===== config.mk =====
export PLATFORM = sky130hd
export DESIGN_NAME = som_train_sequencer
export DESIGN_NICKNAME = d
export VERILOG_FILES = /design/src/rtl/som_train_sequencer.sv
export SDC_FILE = /design/constraint.sdc
export NUM_CORES = 1
export LEC_CHECK = 0
export CAP_MARGIN = 20
export CORE_MARGIN = 8
export CORE_UTILIZATION = 45
export DETAILED_ROUTE_END_ITERATION = 6
export PLACE_DENSITY = 0.81
export SETUP_SLACK_MARGIN = 0.4
export SLEW_MARGIN = 20
export SYNTH_ARGS = -nofsm -noshare
export SYNTH_HDL_FRONTEND = slang
export SYNTH_SLANG_ARGS = --single-unit

===== constraint.sdc =====
create_clock -name clk -period 4.5 [get_ports clk]
set_clock_uncertainty 0.15 [all_clocks]
set_input_delay 0.9 -clock clk [delete_from_list [all_inputs] [get_ports clk]]
set_output_delay 0.9 -clock clk [all_outputs]
set_load 0.01 [all_outputs]

===== src/rtl/som_train_sequencer.sv =====
// som_train_sequencer: training-job scheduler for the 8x8 SOM neuron array.
// Walks every pixel of every epoch (fetch, distance, MIN-tree wait, weight
// update), shrinks the neighbourhood radius per epoch, writes the 64
// codebook entries back, then optionally labels every pixel into the
// result RAM.
// Optional feature macro: SOM_SEQ_LABEL_EN (labelling pass LFETCH..LWR).
module som_train_sequencer #(
    parameter int N_PIXELS = 65536,
    parameter int N_EPOCHS = 4,
    parameter int MIN_LAT  = 2,
    parameter int R0       = 3
) (
    input  logic        clk,
    input  logic        rst,
    input  logic        start,
    output logic [17:0] pix_addr,
    output logic        pix_oe,
    output logic        d_update,
    output logic        w_update,
    output logic [1:0]  radius,
    output logic [3:0]  epoch,
    output logic [17:0] wb_addr,
    output logic        wb_we,
    output logic [17:0] res_addr,
    output logic        res_we,
    output logic        busy,
    output logic        done
);

    typedef enum logic [3:0] {
        S_IDLE,
        S_FETCH,
        S_DIST,
        S_WAIT,
        S_UPD,
        S_WB,
`ifdef SOM_SEQ_LABEL_EN
        S_LFETCH,
        S_LDIST,
        S_LWAIT,
        S_LWR,
`endif
        S_DONE
    } state_t;

    localparam logic [17:0] PC_LAST = 18'(N_PIXELS - 1);
    localparam logic [3:0]  EC_LAST = 4'(N_EPOCHS - 1);
    localparam logic [2:0]  WC_LAST = 3'(MIN_LAT - 1);
    localparam logic [4:0]  R0_W    = 5'(R0);

    state_t      state_q, state_d;
    logic [17:0] pc_q, pc_d;
    logic [3:0]  ec_q, ec_d;
    logic [2:0]  wc_q, wc_d;
    logic [5:0]  bc_q, bc_d;
    logic [1:0]  radius_q, radius_d;

    logic [17:0] pix_addr_q;
    logic        pix_oe_q, d_update_q, w_update_q, wb_we_q;
    logic [17:0] wb_addr_q;
    logic        busy_q, done_q;

    // Radius for the epoch about to start: R0-(ec+1), saturating at zero.
    logic [4:0] ec_inc;
    logic [1:0] radius_next_epoch;
    assign ec_inc            = {1'b0, ec_q} + 5'd1;
    assign radius_next_epoch = (R0_W > ec_inc) ? 2'(R0_W - ec_inc) : 2'd0;

    // Next-state and counter update logic for the job sequence.
    always_comb begin
        state_d  = state_q;
        pc_d     = pc_q;
        ec_d     = ec_q;
        wc_d     = wc_q;
        bc_d     = bc_q;
        radius_d = radius_q;
        case (state_q)
            S_IDLE, S_DONE: begin
                if (start) begin
                    state_d  = S_FETCH;
                    pc_d     = '0;
                    ec_d     = '0;
                    radius_d = 2'(R0);
                end
            end
            S_FETCH: state_d = S_DIST;
            S_DIST: begin
                wc_d    = '0;
                state_d = S_WAIT;
            end
            S_WAIT: begin
                wc_d = wc_q + 3'd1;
                if (wc_q == WC_LAST) state_d = S_UPD;
            end
            S_UPD: begin
                if (pc_q != PC_LAST) begin
                    pc_d    = pc_q + 18'd1;
                    state_d = S_FETCH;
                end else if (ec_q != EC_LAST) begin
                    pc_d     = '0;
                    ec_d     = ec_q + 4'd1;
                    radius_d = radius_next_epoch;
                    state_d  = S_FETCH;
                end else begin
                    bc_d    = '0;
                    state_d = S_WB;
                end
            end
            S_WB: begin
                bc_d = bc_q + 6'd1;
                if (bc_q == 6'd63) begin
                    pc_d = '0;
`ifdef SOM_SEQ_LABEL_EN
                    state_d = S_LFETCH;
`else
                    state_d = S_DONE;
`endif
                end
            end
`ifdef SOM_SEQ_LABEL_EN
            S_LFETCH: state_d = S_LDIST;
            S_LDIST: begin
                wc_d    = '0;
                state_d = S_LWAIT;
            end
            S_LWAIT: begin
                wc_d = wc_q + 3'd1;
                if (wc_q == WC_LAST) state_d = S_LWR;
            end
            S_LWR: begin
                if (pc_q != PC_LAST) begin
                    pc_d    = pc_q + 18'd1;
                    state_d = S_LFETCH;
                end else begin
                    state_d = S_DONE;
                end
            end
`endif
            default: state_d = S_IDLE;
        endcase
    end

    // State, counters and outputs; outputs are decoded from the next state so
    // each strobe is valid in the same cycle as the state it belongs to.
    always_ff @(posedge clk) begin
        if (rst) begin
            state_q    <= S_IDLE;
            pc_q       <= '0;
            ec_q       <= '0;
            wc_q       <= '0;
            bc_q       <= '0;
            radius_q   <= '0;
            pix_addr_q <= '0;
            pix_oe_q   <= 1'b0;
            d_update_q <= 1'b0;
            w_update_q <= 1'b0;
            wb_we_q    <= 1'b0;
            wb_addr_q  <= '0;
            busy_q     <= 1'b0;
            done_q     <= 1'b0;
        end else begin
            state_q    <= state_d;
            pc_q       <= pc_d;
            ec_q       <= ec_d;
            wc_q       <= wc_d;
            bc_q       <= bc_d;
            radius_q   <= radius_d;
`ifdef SOM_SEQ_LABEL_EN
            pix_oe_q   <= (state_d == S_FETCH) || (state_d == S_LFETCH);
            pix_addr_q <= ((state_d == S_FETCH) || (state_d == S_LFETCH)) ? pc_d : '0;
            d_update_q <= (state_d == S_DIST) || (state_d == S_LDIST);
`else
            pix_oe_q   <= (state_d == S_FETCH);
            pix_addr_q <= (state_d == S_FETCH) ? pc_d : '0;
            d_update_q <= (state_d == S_DIST);
`endif
            w_update_q <= (state_d == S_UPD);
            wb_we_q    <= (state_d == S_WB);
            wb_addr_q  <= (state_d == S_WB) ? {12'd0, bc_d} : '0;
            busy_q     <= (state_d != S_IDLE) && (state_d != S_DONE);
            done_q     <= (state_d == S_DONE);
        end
    end

`ifdef SOM_SEQ_LABEL_EN
    logic [17:0] res_addr_q;
    logic        res_we_q;

    // Result-RAM write strobe and address for the labelling pass.
    always_ff @(posedge clk) begin
        if (rst) begin
            res_we_q   <= 1'b0;
            res_addr_q <= '0;
        end else begin
            res_we_q   <= (state_d == S_LWR);
            res_addr_q <= (state_d == S_LWR) ? pc_d : '0;
        end
    end

    assign res_we   = res_we_q;
    assign res_addr = res_addr_q;
`else
    assign res_we   = 1'b0;
    assign res_addr = '0;
`endif

    assign pix_addr = pix_addr_q;
    assign pix_oe   = pix_oe_q;
    assign d_update = d_update_q;
    assign w_update = w_update_q;
    assign radius   = radius_q;
    assign epoch    = ec_q;
    assign wb_addr  = wb_addr_q;
    assign wb_we    = wb_we_q;
    assign busy     = busy_q;
    assign done     = done_q;

endmodule


==> flow_summary.toml, run 1 <==
[synthesis]
synth_top_cell_by_area = "dfxtp_1"
synth_ff_type = "dfxtp_1"
ys_ff_latch = 67
yosys.area_share.adder_pct = 1.91
synth_simple_gate_area_share_pct = 25.8
syn_area_per_cell_um2 = 8.58
synth-edff-count = 0
synth-xor-area-share_pct = 0
synth.distinct_cells = 56
ys_warn_count = 0
synth_top_family_by_area = "simple AND/OR/NAND/NOR gates"
ys_top_cells_by_count = "dfxtp_1 (67), buf_4 (34), nor2_1 (34)"
post-synth-top-count-cell = "dfxtp_1"
synthArstFlopShare_pct = 0
synth_top_area_share_pct = 40.9
synth_cells = 382
synth_mux_area_share_pct = 0.305
ys_top_cells_by_area = "dfxtp_1 (41%), buf_4 (7.8%), a21oi_1 (5.0%), nor2_1 (3.9%), nor3_1 (2.9%)"
synth_compound_area_share_pct = 20.7
seq_area_frac_synth_pct = 40.9
syn-cell-area_um2 = 3280

[worst_hold_path]
hold_end = "wc_q[2]$_SDFFE_PP0P_"
hp-start = "wc_q[2]$_SDFFE_PP0P_"
hp-class = "reg -> reg"
hold_depth = 2

[layout]
nFillCells = 673
multi_input_area_um2 = 1720
final_nets = 427
num_antenna_cells = 0
regArea_um2 = 1340
drive_gt1_share_pct = 7.78
area_growth_pct = 16.1

[clocking]
worstSkewPairLatency_ns = 0.35
cts_setup_buffers = 0
htree_num_levels = 3
clk_path_buf_depth = 2
ctsRootBufferMaster = "clkbuf_8"
clk_pin_slew_ns = 0.07
cts_tree = "built"
numCtsBuffers = 9
cts_resized = 0
ctsHoldBuffers = 0
cts.sinks = 67

[routing]
wl_met2_um = 3480
postRouteAntennaNets = 0
wl_met1_um = 3200
dr_wl_met3_um = 572
dr.pass1.iters = 4
wl_um = 7430
drt_iter0_drc = 214
vias = 2883
highest_layer = "met4"
viasPerCell = 5.51
wl_per_cell_um = 14.2
route.detailed.drc = 0

[power]
ir_drop_v = 0.000200
leakagePower_uw = 0.00138
p_per_area_nw_per_um2 = 299

[grt]
antenna_found_initial = 0
grt_pass1_wl_um = 12100
grt-ovfl-total = 0
grt_pass1_vias = 2659
track_usage_pct = 14.9
grt_max_degree = 39

[setup_path]
worstPathRequired_ns = 4.61
end_kind = "flop"
max_stage_delay_ns = 0.70
r2r-start = "pc_q[15]$_SDFF_PP0_"
critical_path_class = "in -> reg"
worstPathArrival_ns = 2.94
worstPathMaxFanout = 17
r2r-end = "pc_q[11]$_SDFF_PP0_"
cp-start-kind = "primary input"
r2r_slack_ns = 2.02
path_cells = "clkdlybuf4s50_1 > nand2b_1 > a21o_1 > a32oi_2 > inv_1 > a311oi_1"
reg2reg_depth = 5
cp_slowest_cell = "a32oi_2"

[floorplan]
die_area_um2 = 10300
die_h_um = 101
die_width_um = 101
rows = 31
core_um2 = 7140
initial_core_util_pct = 46.0
io_pins = 70

[timing]
tightest_slew_ns = 0.886
drv_slew = 0
slew_headroom_pct = 40.9
setup_viol = 0
grt_setup_unrepaired = "no"
hold_viol_final = 0
fin_tns_setup_ns = 0
fmax_ghz = 0.353
period_share_pct = 62.9
whs_ns = 0.340
min_period_ns = 2.83

[placed_design]
hpwl_um = 5300
gp_congestion = 0.896
io_buffer_count = 38

[job]
maxCapViolations = 0

[outcome]
run_status = "finished, final reports clean"
## worst max path at each step
stage	from	to	slack, ns	cells past startpoint
global route	start	pc_q[12]$_SDFF_PP0_	1.55	6
CTS	start	pix_addr[12]$_SDFF_PP0_	1.69	6
floorplan	start	pc_q[15]$_SDFF_PP0_	2.23	6
finish	start	pix_addr[12]$_SDFF_PP0_	1.67	6
global placement	start	pix_addr[9]$_SDFF_PP0_	1.42	6
detailed placement	start	pc_q[9]$_SDFF_PP0_	1.32	6
## layer usage
layer	GRT usage [%]	vias up
li1	-	1419
met3	5.57	18
met5	0	-
met2	24.0	109
met4	8.36	0
met1	16.5	1337
## report_power, final
part	leakage (uW)	switching (uW)	internal, uW
registers	0.000541	3.75	596
logic	0.000737	36.9	15.2
clock network	0.0000991	219	268
## stage by stage
step	power, uW	util [%]	setup slack [ns]	cell area [um2]	cells
after detailed placement	664	50.6	1.32	3610	507
after floorplan	672	-	2.23	3400	413
after global placement	663	50.6	1.42	3610	507
after CTS	1150	53.3	1.69	3810	523
final	1140	53.3	1.67	3810	523
after global routing	1190	53.3	1.55	3810	523
## layout by cell type (no fill, tap or decap), types with 2 or more instances in the layout
| master | instances |
|---|---|
| clkbuf_8 | 10 |
| nand4_1 | 9 |
| or4_1 | 2 |
| o21ai_0 | 18 |
| nor3_2 | 2 |
| ha_1 | 5 |
| or3_1 | 3 |
| clkinv_2 | 3 |
| nor2_1 | 34 |
| a311oi_1 | 4 |
| inv_1 | 8 |
| and3_1 | 7 |
| nand3_1 | 18 |
| nor2b_1 | 8 |
| nand2_1 | 25 |
| and2_1 | 7 |
| a21oi_1 | 33 |
| clkdlybuf4s50_1 | 38 |
| a31oi_1 | 12 |
| a2111o_1 | 2 |
| o21a_1 | 4 |
| nand2b_1 | 4 |
| conb_1 | 32 |
| dfxtp_1 | 67 |
| nor3b_1 | 4 |
| nor3_1 | 18 |
| buf_4 | 2 |
| o21ai_1 | 3 |
| o211ai_1 | 4 |
| a21o_1 | 2 |
| and4_1 | 3 |
| a41oi_1 | 3 |
| a211oi_1 | 5 |
## kinds of logic after synthesis
group / Yosys count
simple gates: 153
compound gates: 102
fa+ha+maj: 5
other cells: 1
mux: 1
flops: 67
buf+inv: 53
## state kept, by name, indices dropped and copies added (netlist names), 2 cells and up
signal    flops
wc_q          3
bc_q          6
state_q       4
pc_q         18
pix_addr     18
wb_addr       6
radius        2
epoch         4
## area by class of cell
cell class                 instances  share of cell area, %
clock inverter                     5                   1.38
clock buffer                      11                   3.71
multi-input combinational        293                   45.3
sequential                        67                   35.2
tap                               99                   3.25
timing repair buffer              40                   10.4
inverter                           8                  0.789
## worst max-delay path, delay by kind of cell
family          cells  cell delay [ns]
compound gates      3             1.20
buf+inv             2             0.66
simple gates        1             0.17
Power figures use the tool's default switching activity.
==> run 2: changes to the inputs <==
- PLACE_DENSITY: 0.81 -> 0.84
- clock period: 4.5 -> 2.36 ns (I/O delays scaled with it)
==> run 2 against run 1 <==
  * Largest cell class unchanged
  * Die area unchanged
  * Utilization up 9.8 points
  * Global-route usage up 2.8 points
  * Non-clock buffer count up 28
  * Critical endpoint is now pix_addr[11]$_SDFF_PP0_
  * Setup slack worse by 1.3 ns
  * Clock-buffer cell count down 1
==> flow_summary.toml, run 2 (same netlist as run 1, synthesis figures left out) <==
[grt]
antenna_found_initial = 0
grt_max_degree = 38
grt_pass1_wl_um = 14400
grt-ovfl-total = 0
track_usage_pct = 17.6
grt_pass1_vias = 3102

[clocking]
ctsHoldBuffers = 0
clk_pin_slew_ns = 0.08
numCtsBuffers = 9
clk_path_buf_depth = 2
ctsRootBufferMaster = "clkbuf_8"
htree_num_levels = 3
cts_tree = "built"
cts.sinks = 67
worstSkewPairLatency_ns = 0.35

[worst_hold_path]
hp-class = "reg -> reg"
hold_end = "wc_q[2]$_SDFFE_PP0P_"
hp-start = "wc_q[2]$_SDFFE_PP0P_"
hold_depth = 2

[power]
power_switching_share_pct = 23.9
finalPower_uw = 2350
power_frac_clock_pct = 44.8
p_per_area_nw_per_um2 = 520
leakagePower_uw = 0.00166
comb_power_share_pct = 6.7
intPower_uw = 1790
ir_drop_v = 0.000330
p_switching_uw = 560
seqPwrFrac_pct = 48.5

[timing]
fmax_ghz = 0.494
grt_setup_unrepaired = "yes"
min_period_ns = 2.02
setup_viol = 0
period_share_pct = 85.7
drv_slew = 0
hold_viol_final = 0

[job]
maxCapViolations = 0

[setup_path]
worstPathMaxFanout = 5
critical_path_class = "reg -> reg"
worstPathArrival_ns = 2.11
path_cells = "inv_2 > ha_4 > and3b_2 > a2111o_1 > and4b_4 > buf_12 > nand4_4 > a21oi_1"
reg2reg_depth = 8
max_stage_delay_ns = 0.42
r2r-start = "wc_q[1]$_SDFFE_PP0P_"
cp_slowest_cell = "a2111o_1"
r2r-end = "pix_addr[11]$_SDFF_PP0_"
r2r_slack_ns = 0.34
crit_family = "simple AND/OR/NAND/NOR gates"
worstPathRequired_ns = 2.44
cp-start-kind = "flop"
end_kind = "flop"
crit_buf_inv = 2

[floorplan]
core_um2 = 7140
io_pins = 70
rows = 31
die_area_um2 = 10300
die_width_um = 101
initial_core_util_pct = 46.0
die_h_um = 101

[routing]
wl_um = 9860
route.detailed.drc = 0
postRouteAntennaNets = 0
wl_per_cell_um = 17.8
viasPerCell = 5.80
drt_iter0_drc = 290
vias = 3214
dr.pass1.iters = 5

[placed_design]
dpl.cell_count = 518
gp_congestion = 0.884
hpwl_um = 5480
io_buffer_count = 38

[layout]
fin_util_pct = 63.1
regArea_um2 = 1380
fin_cells = 554
final_common_cell = "dfxtp_1"
multi_input_area_um2 = 2070
drive_gt1_share_pct = 28.8
final_nets = 458
mostFrequentLayoutCells = "dfxtp_1 (46), clkdlybuf4s50_1 (36), nor2_1 (32), conb_1 (32), a21oi_1 (30)"
area_growth_pct = 37.4
num_antenna_cells = 0
nFillCells = 573

[outcome]
run_status = "finished, final reports clean"
## run 2: cell count changes in the layout (fill, tap and decap cells not counted), sizes merged
cell | before | now
buf | 2 | 29
clkdlybuf4s50 | 38 | 36
nand4 | 11 | 14
bufinv | 1 | 2
dlymetal6s2s | 0 | 2
## run 2: power by group through the flow
stage / Sequential, uW / Clock [uW] / Combinational, uW
2_1_floorplan: 1170 / 0 / 112
3_3_place_gp: 1170 / 0 / 102
3_5_place_dp: 1170 / 0 / 104
4_1_cts: 1140 / 1060 / 122
5_1_grt: 1140 / 1120 / 165
6_report: 1140 / 1050 / 157
## run 2: cell type report
type | count | area share (%)
Multi-Input combinational cell | 296 | 45.9
Sequential cell | 67 | 30.7
Inverter | 8 | 0.666
Timing Repair Buffer | 68 | 15.1
Clock inverter | 6 | 2.00
Tap cell | 99 | 2.75
Clock buffer | 10 | 2.83
## run 2: tightest hold or removal path: cells and delay by family (launching register included)
kind | cells | cell delay [ns]
DFF | 1 | 0.32
AOI/OAI and AO/OA | 2 | 0.13
## run 2: repair_timing
item / in CTS / in global routing
setup endpoints to repair: 60 / 59
pin swaps: 10 / 15
cloned: 3 / 1
buffers inserted: 8 / 8
gates resized for setup: 49 / 49
## run 2: worst max path at each step
stage / to / slack, ns / start / cells past startpoint
after floorplan: pix_addr[7]$_SDFF_PP0_ / 0.40 / wc_q[1]$_SDFFE_PP0P_ / 8
after global placement: pix_addr[12]$_SDFF_PP0_ / 0.03 / start / 6
after detailed placement: pix_addr[12]$_SDFF_PP0_ / -0.1 / start / 6
after CTS: wb_addr[4]$_SDFF_PP0_ / 0.36 / wc_q[1]$_SDFFE_PP0P_ / 7
after global routing: pc_q[13]$_SDFF_PP0_ / 0.28 / pc_q[10]$_SDFF_PP0_ / 5
final: pix_addr[11]$_SDFF_PP0_ / 0.34 / wc_q[1]$_SDFFE_PP0P_ / 8
## run 2: through the flow
stage / area [um2] / worst slack, ns / setup TNS [ns] / hold slack, ns
final: 4510 / 0.337 / 0 / 0.336
after global routing: 4510 / 0.284 / 0 / 0.352
after CTS: 4220 / 0.357 / 0 / 0.337
after detailed placement: 3710 / -0.0983 / -0.252 / 0.328
after global placement: 3710 / 0.0285 / 0 / 0.313
after floorplan: 3400 / 0.403 / 0 / 0.303
## run 2: per-layer routing
metal	up-vias	wire, um	GRT usage, %
met2	172	4870	29.7
met4	0	289	9.97
met3	35	809	5.09
li1	1484	-	-
met1	1523	3890	19.5
met5	-	0	0
==> run 3: changes to the inputs <==
- CORE_UTILIZATION: 45 -> 46
- CTS_CLUSTER_SIZE: default -> 20
- PLACE_DENSITY: 0.84 -> 0.85
==> run 3 against run 2 <==
  * Sequential share of layout area is 0.35 points lower
  * Die area is 1.8% lower
  * Critical path depth is 3 lower
  * Clock power is 8% lower
  * Via count is 4.5% higher
  * Fmax is 3.2% lower
  * First-iteration DRC count is 19% higher
  * Design area is 0.97% higher
  * Sequential power hardly changed
  * Setup slack worse by 0.067 ns
  * Global-route usage is 1.5 points higher
  * Critical path type unchanged
==> flow_summary.toml, run 3 (same netlist as run 1, synthesis figures left out) <==
[routing]
wl_um = 10500
vias = 3358
viasPerCell = 6.04
postRouteAntennaNets = 0
wl_per_cell_um = 18.8
drt_iter0_drc = 346
dr.pass1.iters = 5
route.detailed.drc = 0

[setup_path]
cp-start-kind = "flop"
r2r-start = "pc_q[5]$_SDFF_PP0_"
worstPathMaxFanout = 7
critical_path_class = "reg -> reg"
worstPathRequired_ns = 2.46
crit_family = "simple AND/OR/NAND/NOR gates"
crit_start = "pc_q[5]$_SDFF_PP0_"
max_stage_delay_ns = 0.41
worstPathArrival_ns = 2.19
end_kind = "flop"
path_cells = "nand3_2 > nor4_4 > o2111ai_2 > or3_1 > a31oi_1"
crit_buf_inv = 0
cp_slowest_cell = "dfxtp_2"

[outcome]
run_status = "finished, final reports clean"

[placed_design]
hpwl_um = 5580
io_buffer_count = 38
dpl.cell_count = 521
gp_congestion = 0.863
dpl_worst_slack_ns = -0.0431
dpl_cell_area_um2 = 3740

[layout]
fin_cells = 556
final_area_um2 = 4550
final_common_cell = "dfxtp_1"
num_antenna_cells = 0
area_growth_pct = 38.8
final_nets = 465
nFillCells = 508
mostFrequentLayoutCells = "dfxtp_1 (46), clkdlybuf4s50_1 (36), nor2_1 (32), conb_1 (32)"
fin_util_pct = 66.6
drive_gt1_share_pct = 31.1

[timing]
drv_slew = 0
hold_viol_final = 0
setup_viol = 0
setup_slack_ns = 0.269
period_share_pct = 88.6
fmax_ghz = 0.478
grt_setup_unrepaired = "yes"
min_period_ns = 2.09
fin_tns_setup_ns = 0

[grt]
grt_pass1_vias = 3297
grt_pass1_wl_um = 15500
grt-ovfl-total = 0
track_usage_pct = 19.1
grt_max_degree = 38
antenna_found_initial = 0

[worst_hold_path]
hp-start = "wc_q[2]$_SDFFE_PP0P_"
hp-class = "reg -> reg"

[clocking]
worstSkewPairLatency_ns = 0.35
numCtsBuffers = 9
ctsRootBufferMaster = "clkbuf_8"
clk_path_buf_depth = 2
clk_pin_slew_ns = 0.07
cts_tree = "built"
cts.sinks = 67
htree_num_levels = 3

[floorplan]
io_pins = 70
core_um2 = 6830
rows = 30
die_area_um2 = 10100
die_width_um = 100
initial_core_util_pct = 48.0
die_h_um = 100

[power]
p_per_area_nw_per_um2 = 497
ir_drop_v = 0.000377
leakagePower_uw = 0.00166

[job]
maxCapViolations = 0
==> run 3: area by class of cell <==
type	instances	area (um2)	share of cell area, %
repair buffers	75	696	15.3
flip-flops and latches	67	1380	30.3
multi-input cells	296	2120	46.7
clock buffers	12	165	3.63
inverters	8	30.0	0.660
clock inverters	2	35.0	0.770
well taps	96	120	2.64
==> run 3: routing by layer <==
layer / up-vias / global-route usage (%) / wire, um
met5: - / 0 / 0
met1: 1561 / 19.5 / 3790
met4: 0 / 10.7 / 510
met3: 82 / 7.75 / 1050
li1: 1486 / - / -
met2: 229 / 32.7 / 5110
==> run 3: power breakdown <==
| group | switching [uW] | internal, uW |
|---|---|---|
| Combinational | 99.5 | 52.0 |
| Clock | 411 | 561 |
| Sequential | 5.87 | 1130 |
| Total | 516 | 1740 |
==> run 3: tightest hold or removal path, stage by stage, from the launching register on <==
cell and delay (ns):
dfxtp_1 0.32, o21ai_0 0.07, a21oi_1 0.06
==> run 3: final timing paths <==
path | to | slack [ns] | depth (start not counted)
hold / removal | wc_q[2]$_SDFFE_PP0P_ | 0.35 | 2
hold reg to reg | wc_q[2]$_SDFFE_PP0P_ | 0.35 | 2
setup reg to reg | pc_q[13]$_SDFF_PP0_ | 0.27 | 5
setup / recovery | pc_q[13]$_SDFF_PP0_ | 0.27 | 5
==> run 3: repair_timing <==
item	CTS	global route
hold buffers	0	0
setup buffers	9	9
resized for setup	63	48
setup endpoints to repair	61	62
pin swaps	18	18
cloned	3	0
==> run 3: per-stage QoR <==
step                      hold WS, ns  power (uW)
after floorplan                 0.303        1280
after detailed placement        0.327        1280
after global placement          0.317        1270
after global routing            0.367        2330
after CTS                       0.342        2250
final                           0.350        2260
